`src/rtl/antitheft_timer.sv`:
```
// antitheft_timer
//   Whole-second countdown timer used by the anti-theft control FSM. It also
//   produces the system one_hz_enable tick. The FSM picks one of four intervals
//   and pulses start_timer. This block then counts that many seconds and
//   pulses expired once the count ends. The four delays can be reprogrammed at
//   run time. Each delay is 4 bits wide, in seconds.
//
// Ports
//   clock           in   1  system clock, rising edge
//   reset           in   1  synchronous reset, active low
//   interval        in   2  interval select, sampled with start_timer
//   start_timer     in   1  one-cycle request: load interval and start counting
//   reprogram       in   1  write time_value into delay slot time_param_sel
//   time_param_sel  in   2  delay slot to write (same encoding as interval)
//   time_value      in   4  new delay in seconds
//   expired         out  1  one-cycle pulse when the countdown ends
//   one_hz_enable   out  1  one-cycle tick every CLK_HZ cycles
//   busy            out  1  high while counting
//   time_remaining  out  4  seconds left, 0 when not counting
//
// State table
//   state   | meaning
//   IDLE    | waiting for start_timer
//   COUNT   | counting seconds down, busy=1
//   EXPIRED | single-cycle expired pulse

module antitheft_timer #(
    parameter int CLK_HZ      = 50_000_000,
    parameter int T_ARM_DEF   = 6,
    parameter int T_DRV_DEF   = 8,
    parameter int T_PASS_DEF  = 15,
    parameter int T_ALARM_DEF = 10
) (
    input  logic       clock,
    input  logic       reset,
    input  logic [1:0] interval,
    input  logic       start_timer,
    input  logic       reprogram,
    input  logic [1:0] time_param_sel,
    input  logic [3:0] time_value,
    output logic       expired,
    output logic       one_hz_enable,
    output logic       busy,
    output logic [3:0] time_remaining
);

    localparam int DIV_W = (CLK_HZ > 2) ? $clog2(CLK_HZ) : 1;
    localparam logic [DIV_W-1:0] DIV_MAX = DIV_W'(CLK_HZ - 1);
    localparam logic [DIV_W-1:0] DIV_ONE = DIV_W'(1);

    localparam logic [3:0] ARM_DEF   = 4'(T_ARM_DEF);
    localparam logic [3:0] DRV_DEF   = 4'(T_DRV_DEF);
    localparam logic [3:0] PASS_DEF  = 4'(T_PASS_DEF);
    localparam logic [3:0] ALARM_DEF = 4'(T_ALARM_DEF);

    typedef enum logic [1:0] {
        IDLE    = 2'd0,
        COUNT   = 2'd1,
        EXPIRED = 2'd2
    } state_t;

    state_t           state;
    logic [DIV_W-1:0] div;
    logic [3:0]       count;
    logic [3:0]       params [0:3];

    logic       start_ok;
    logic [3:0] sel_value;

    // Reprogram has priority over a start in the same cycle.
    assign start_ok  = start_timer & ~reprogram;
    assign sel_value = params[interval];

    assign one_hz_enable  = (div == DIV_MAX);
    assign expired        = (state == EXPIRED);
    assign busy           = (state == COUNT);
    assign time_remaining = count;

    always_ff @(posedge clock) begin
        if (!reset) begin
            state     <= IDLE;
            div       <= '0;
            count     <= '0;
            params[0] <= ARM_DEF;
            params[1] <= DRV_DEF;
            params[2] <= PASS_DEF;
            params[3] <= ALARM_DEF;
        end else begin
            // A start clears the divider, so the first second after the
            // start is a full CLK_HZ cycles long.
            if (start_ok || div == DIV_MAX) begin
                div <= '0;
            end else begin
                div <= div + DIV_ONE;
            end

            if (reprogram) begin
                params[time_param_sel] <= time_value;
                state                  <= IDLE;
                count                  <= '0;
            end else if (start_timer) begin
                // A start is accepted in every state. A start during COUNT
                // or EXPIRED drops the old countdown without pulsing expired.
                if (sel_value == 4'd0) begin
                    state <= EXPIRED;
                    count <= '0;
                end else begin
                    state <= COUNT;
                    count <= sel_value;
                end
            end else begin
                case (state)
                    COUNT: begin
                        if (one_hz_enable) begin
                            // The count is always >= 1 while in COUNT. The
                            // last second moves straight to EXPIRED with
                            // count 0, so the count never underflows.
                            if (count <= 4'd1) begin
                                state <= EXPIRED;
                                count <= '0;
                            end else begin
                                count <= count - 4'd1;
                            end
                        end
                    end
                    EXPIRED: begin
                        state <= IDLE;
                        count <= '0;
                    end
                    default: begin
                        state <= IDLE;
                    end
                endcase
            end
        end
    end

endmodule
```
`config.mk`:
```
export PLATFORM = sky130hd
export DESIGN_NAME = antitheft_timer
export DESIGN_NICKNAME = d
export VERILOG_FILES = /design/src/rtl/antitheft_timer.sv
export SDC_FILE = /design/constraint.sdc
export NUM_CORES = 1
export LEC_CHECK = 0
export CAP_MARGIN = 10
export CORE_MARGIN = 1.5
export CORE_UTILIZATION = 25
export DETAILED_ROUTE_END_ITERATION = 6
export PLACE_DENSITY = 0.49
export SLEW_MARGIN = 5
export SYNTH_ARGS = -nofsm -noshare
export SYNTH_HDL_FRONTEND = slang
export SYNTH_SLANG_ARGS = --single-unit
```
`constraint.sdc`:
```
create_clock -name clock -period 2.9 [get_ports clock]
set_clock_uncertainty 0.15 [all_clocks]
set_input_delay 0.29 -clock clock [delete_from_list [all_inputs] [get_ports clock]]
set_output_delay 0.29 -clock clock [all_outputs]
set_load 0.005 [all_outputs]
```
# Word-level counts from Yosys, hierarchy flattened

Memories as Yosys holds them, arrays and structs flattened.
Cells that the tools add are included.

Bits in writable memories: 16
Word-level logic and storage cells: 40
Memories: 1
Flip-flop bits (word level): 32
Output and inout bits: 7
Bits of input ports: 12

Equal/unequal tests: 5
Muxes and demuxes: 17
Bitwise gates (word level): 3
Add/sub/neg operators: 2
Reductions and logical operators: 8
$lt $le $gt $ge: 1

Memories:

| memory | words | bits a word | read ports | clocked after Yosys merged registers in | wr ports | RTL line | source |
|---|---|---|---|---|---|---|---|
| params | 4     | 4           | 1          | 0                                       | 4        | 65       | `logic [3:0] params [0:3];` |

Operators by type and width:

| cell                                                                              | number |
|---|---|
| 26-bit by 1-bit adder with 26-bit output (second input constant)                  | 1 |
| 26-bit equality test (second input constant)                                      | 1 |
| 4-bit two-way mux                                                                 | 5 |
| 2-bit two-way mux                                                                 | 6 |
| 4-bit one-hot mux with 2 select lines                                             | 1 |
| 1-bit two-way mux                                                                 | 5 |
| 4-bit by 1-bit less-or-equal comparator with 1-bit output (second input constant) | 1 |
| 4-bit logical NOT                                                                 | 1 |
| 2-bit AND reduction                                                               | 2 |
| 2-bit OR reduction                                                                | 2 |
| 4-bit OR reduction                                                                | 1 |
| 4-bit by 1-bit subtractor with 4-bit output (second input constant)               | 1 |
| 3-bit by 2-bit inequality test with 1-bit output (second input constant)          | 1 |
| 3-bit inequality test (second input constant)                                     | 1 |
| 3-bit nonzero test                                                                | 1 |
| 2-bit by 1-bit equality test with 1-bit output (second input constant)            | 1 |
| 2-bit equality test (second input constant)                                       | 1 |
| 1-bit NOT                                                                         | 2 |
| 1-bit AND                                                                         | 1 |
| 1-bit logical OR                                                                  | 1 |

# Logic depth before layout (Yosys ltp)

Word-level depth: 5
Gate-level depth with buffers: 6
Gate-level depth less buffers: 6

# Least setup slack after synthesis

No wires, ideal clock.

Kind: register -> register
Start point: register div[0]
End point: register div[24]
Library setup time: 70 ps
Path slack: 626 ps
Cell stages (with the launch flop): 7
Data required time: 2,680 ps
Clock period less this slack: 2,274 ps
Buffers on the path: 1
Arrival time: 2,054 ps
Cell sequence: dfxtp_1 -> ha_1 -> nand4_2 -> or4_4 -> buf_6 -> or4_1 -> a21oi_1

Word-level cells in the longest chain between the ends: 3
Elaborated cells between the ends (all ways): 4
Those cells by class: 1 x add/sub; 1 x eq/ne; 2 x reduce/logical

Ends and longest elaborated chain:

| what                                                                             | RTL line | source |
|---|---|---|
| start, declared                                                                  | 63       | `logic [DIV_W-1:0] div;` |
| start signal, assigned                                                           | 94       | `div <= div + DIV_ONE;` |
| branches (longest 3 deep; another with 26-bit by 1-bit adder with 26-bit output) | --       |  |

Several ways; the timed one is not identified.
A chain may end at the register's enable or synchronous reset.

# Final worst setup path

Start point: register div[0]
End point: output port one_hz_enable

Word-level cells in the longest chain between the ends: 1

Ends and longest elaborated chain:

| what                 | RTL line | source |
|---|---|---|
| 26-bit equality test | 74       | `assign one_hz_enable = (div == DIV_MAX);` |
| end, declared        | 42       | `output logic one_hz_enable,` |

Every way passes these cells.

==> out/metrics.yaml <==
run:
  maxCapViolations: 0
clocking:
  clk-insertion-delay-late_ns: 0.30
  path_clk_slew_ns: 0.08
  cts-buffers-inserted: 5
  cts_hold_buf: 0
  h-tree-depth: 2
  clock_sinks: 48
  post-cts-setup-buffer-count: 0
  post_cts_resized: 0
  cts_tree: "built"
  clock_path_buffers: 2
  root_buffer: "clkbuf_8"
routing:
  vias: 1906
  dr.pass1.iters: 4
  drt-total-wl_um: 5130
  drtIter0Drc: 98
  ant_nets: 0
  viasPerCell: 4.73
  drc_errors: 0
  wl_per_cell_um: 12.7
timing:
  rsz0062_at_grt: "false"
  min_period_over_period_pct: 92.2
  finalMaxSlewViolations: 0
  setup_viol: 0
  tightest_slew_ns: 0.680
  hold_viol_final: 0
  fin_crit_ns: 2.67
  finalWorstSetupSlack_ns: 0.225
  maxSlewHeadroom_pct: 54.2
  fin_setup_tns_ns: 0
  fmax_mhz: 374
critical_path:
  crit_required_ns: 2.46
  cp-end-kind: "output port"
  critical_path_arrival_ns: 2.23
  r2r-end: "div[22]"
  crit_fanout: 6
  r2r-start: "div[0]"
  critPathKind: "flip-flop to output port"
  ff2ff_setup_slack_ns: 0.54
  cp-start-kind: "flip-flop"
  rr_worst_depth: 5
hold_path:
  hp-start: "div[25]"
  hp-class: "flip-flop to flip-flop"
  whs_endpoint: "div[25]"
  whs_path_depth: 2
yosys:
  synth_top_area_share_pct: 26.6
  yosys_warnings: 0
  syn_area_um2: 2410
  synthesis.instances: 251
  ys_seq_area_share_pct: 46.5
  synth_edf_count: 16
  ys_async_sr_fraction_pct: 0
  synth_top_cell_by_area: "dfxtp_1"
  synth_area_leaders: "dfxtp_1 27%, edfxtp_1 20%, mux4_2 3.7%"
  ys_seq_elements: 48
  syn_area_per_cell_um2: 9.61
  synth_cell_types: 46
  synth_nets: 266
  ys.flop_type: "dfxtp_1"
floorplanning:
  rows: 35
  fp.dieH_um: 101
  fp.dieW_um: 101
  core_um2: 9280
  ios: 19
  start_util_pct: 26.0
  die_area_um2: 10200
run_status:
  outcome: "finished, final reports clean"
cells_and_area:
  layout_common_cells: "32 x dfxtp_1, 19 x nor2_1, 18 x nand2_1, 18 x clkdlybuf4s50_1, 17 x a21oi_1"
  fin_nets: 288
  area_growth_pct: 18.6
  fin_util_pct: 30.8
  multi_input_area_um2: 1220
  ff_latch_area_um2: 1120
  drive_gt1_share_pct: 10.9
  antennaDiodeCount: 0
  final_area_um2: 2860
  fillers: 1019
  final_common_cell: "dfxtp_1"
power:
  p_leak_nw: 0.885
  max-vdd-ir-drop_uv: 199
  power_density_nw_per_um2: 462
placed_design:
  portBuffers: 18
  place_ws_ns: 0.520
  dpl_cell_area_um2: 2750
  hpwl_um: 3860
  place.gp.congestion: 0.761
grt:
  grt_use_total_pct: 11.2
  antenna_found_initial: 0
  grt-ovfl-total: 0
  grt_pass1_wl_um: 9030
  grt_max_degree: 16
  grt_pass1_vias: 1899
Yosys cell counts (3+ instances only):
cell type,count
dfxtp_1,32
nor2_1,19
nand2_1,18
a21oi_1,17
edfxtp_1,16
nand3_1,9
nand4_1,9
o21ai_0,9
or2_2,9
inv_1,8
and2_1,7
nand2b_1,7
or3_1,7
a211oi_1,6
nor3_1,6
or4_1,6
xnor2_1,6
clkbuf_1,5
o31ai_1,5
xor2_1,5
and3_1,4
and4_1,4
mux4_2,4
a32oi_1,3
ha_1,3
nor4_1,3
sequential cells by signal, indices dropped and copies added (netlist names):
signal	cells
div	26
time_remaining	4
state	2
params	16
per-layer routing:
layer	part of all wire, %	wire length (um)	global-route usage [%]	vias to the layer above
li1	-	-	-	980
met1	47	2430	14.2	887
met2	47	2430	18.2	28
met3	2.8	144	2.48	11
met4	2.6	133	4.81	0
met5	0	0	0	-
logic make-up after synthesis:
kind of cell | share of synthesized area, %
AND/OR/NAND/NOR | 28.5
flip-flops | 46.5
AO/OA/AOI/OAI | 12.8
multiplexers | 3.73
XOR/XNOR | 3.99
adder cells (fa/ha/maj) | 1.56
buffers and inverters | 2.96
worst max path at each step:
stage | slack [ns] | end | depth (start not counted) | from
5_1_grt | 0.02 | one_hz_enable | 5 | div[0]
3_3_place_gp | 0.56 | one_hz_enable | 5 | div[0]
4_1_cts | 0.18 | one_hz_enable | 5 | div[0]
3_5_place_dp | 0.52 | one_hz_enable | 5 | div[0]
6_report | 0.23 | one_hz_enable | 5 | div[0]
2_1_floorplan | 0.63 | div[24] | 6 | div[0]
stage by stage:
| stage | power [mW] | std cells | hold slack [ns] |
|---|---|---|---|
| 6_report | 1.32 | 403 | 0.332 |
| 5_1_grt | 1.39 | 403 | 0.375 |
| 4_1_cts | 1.34 | 403 | 0.338 |
| 3_5_place_dp | 0.853 | 395 | 0.328 |
| 3_3_place_gp | 0.852 | 395 | 0.316 |
| 2_1_floorplan | 0.801 | 251 | 0.297 |
final cells by class:
cell class                 count  area share [%]
clock buffer                   5            2.40
inverter                       8            1.05
clock inverter                 3            1.49
tap                          129            5.64
timing repair buffer          23            7.61
multi-input combinational    187            42.6
sequential                    48            39.2
power by group:
group	internal [mW]	total, mW	switching [mW]
Sequential	0.717	0.729	0.0122
Combinational	0.0534	0.107	0.0536
Clock	0.256	0.487	0.231
Total	1.03	1.32	0.297
critical path: stages (launching register included):
cell and delay (ns):
dfxtp_1 0.41, ha_1 0.26, nand4_2 0.20, or3_1 0.43, nor2_1 0.13, clkdlybuf4s50_1 0.51
Note: power is estimated with default switching activity, not from simulation.
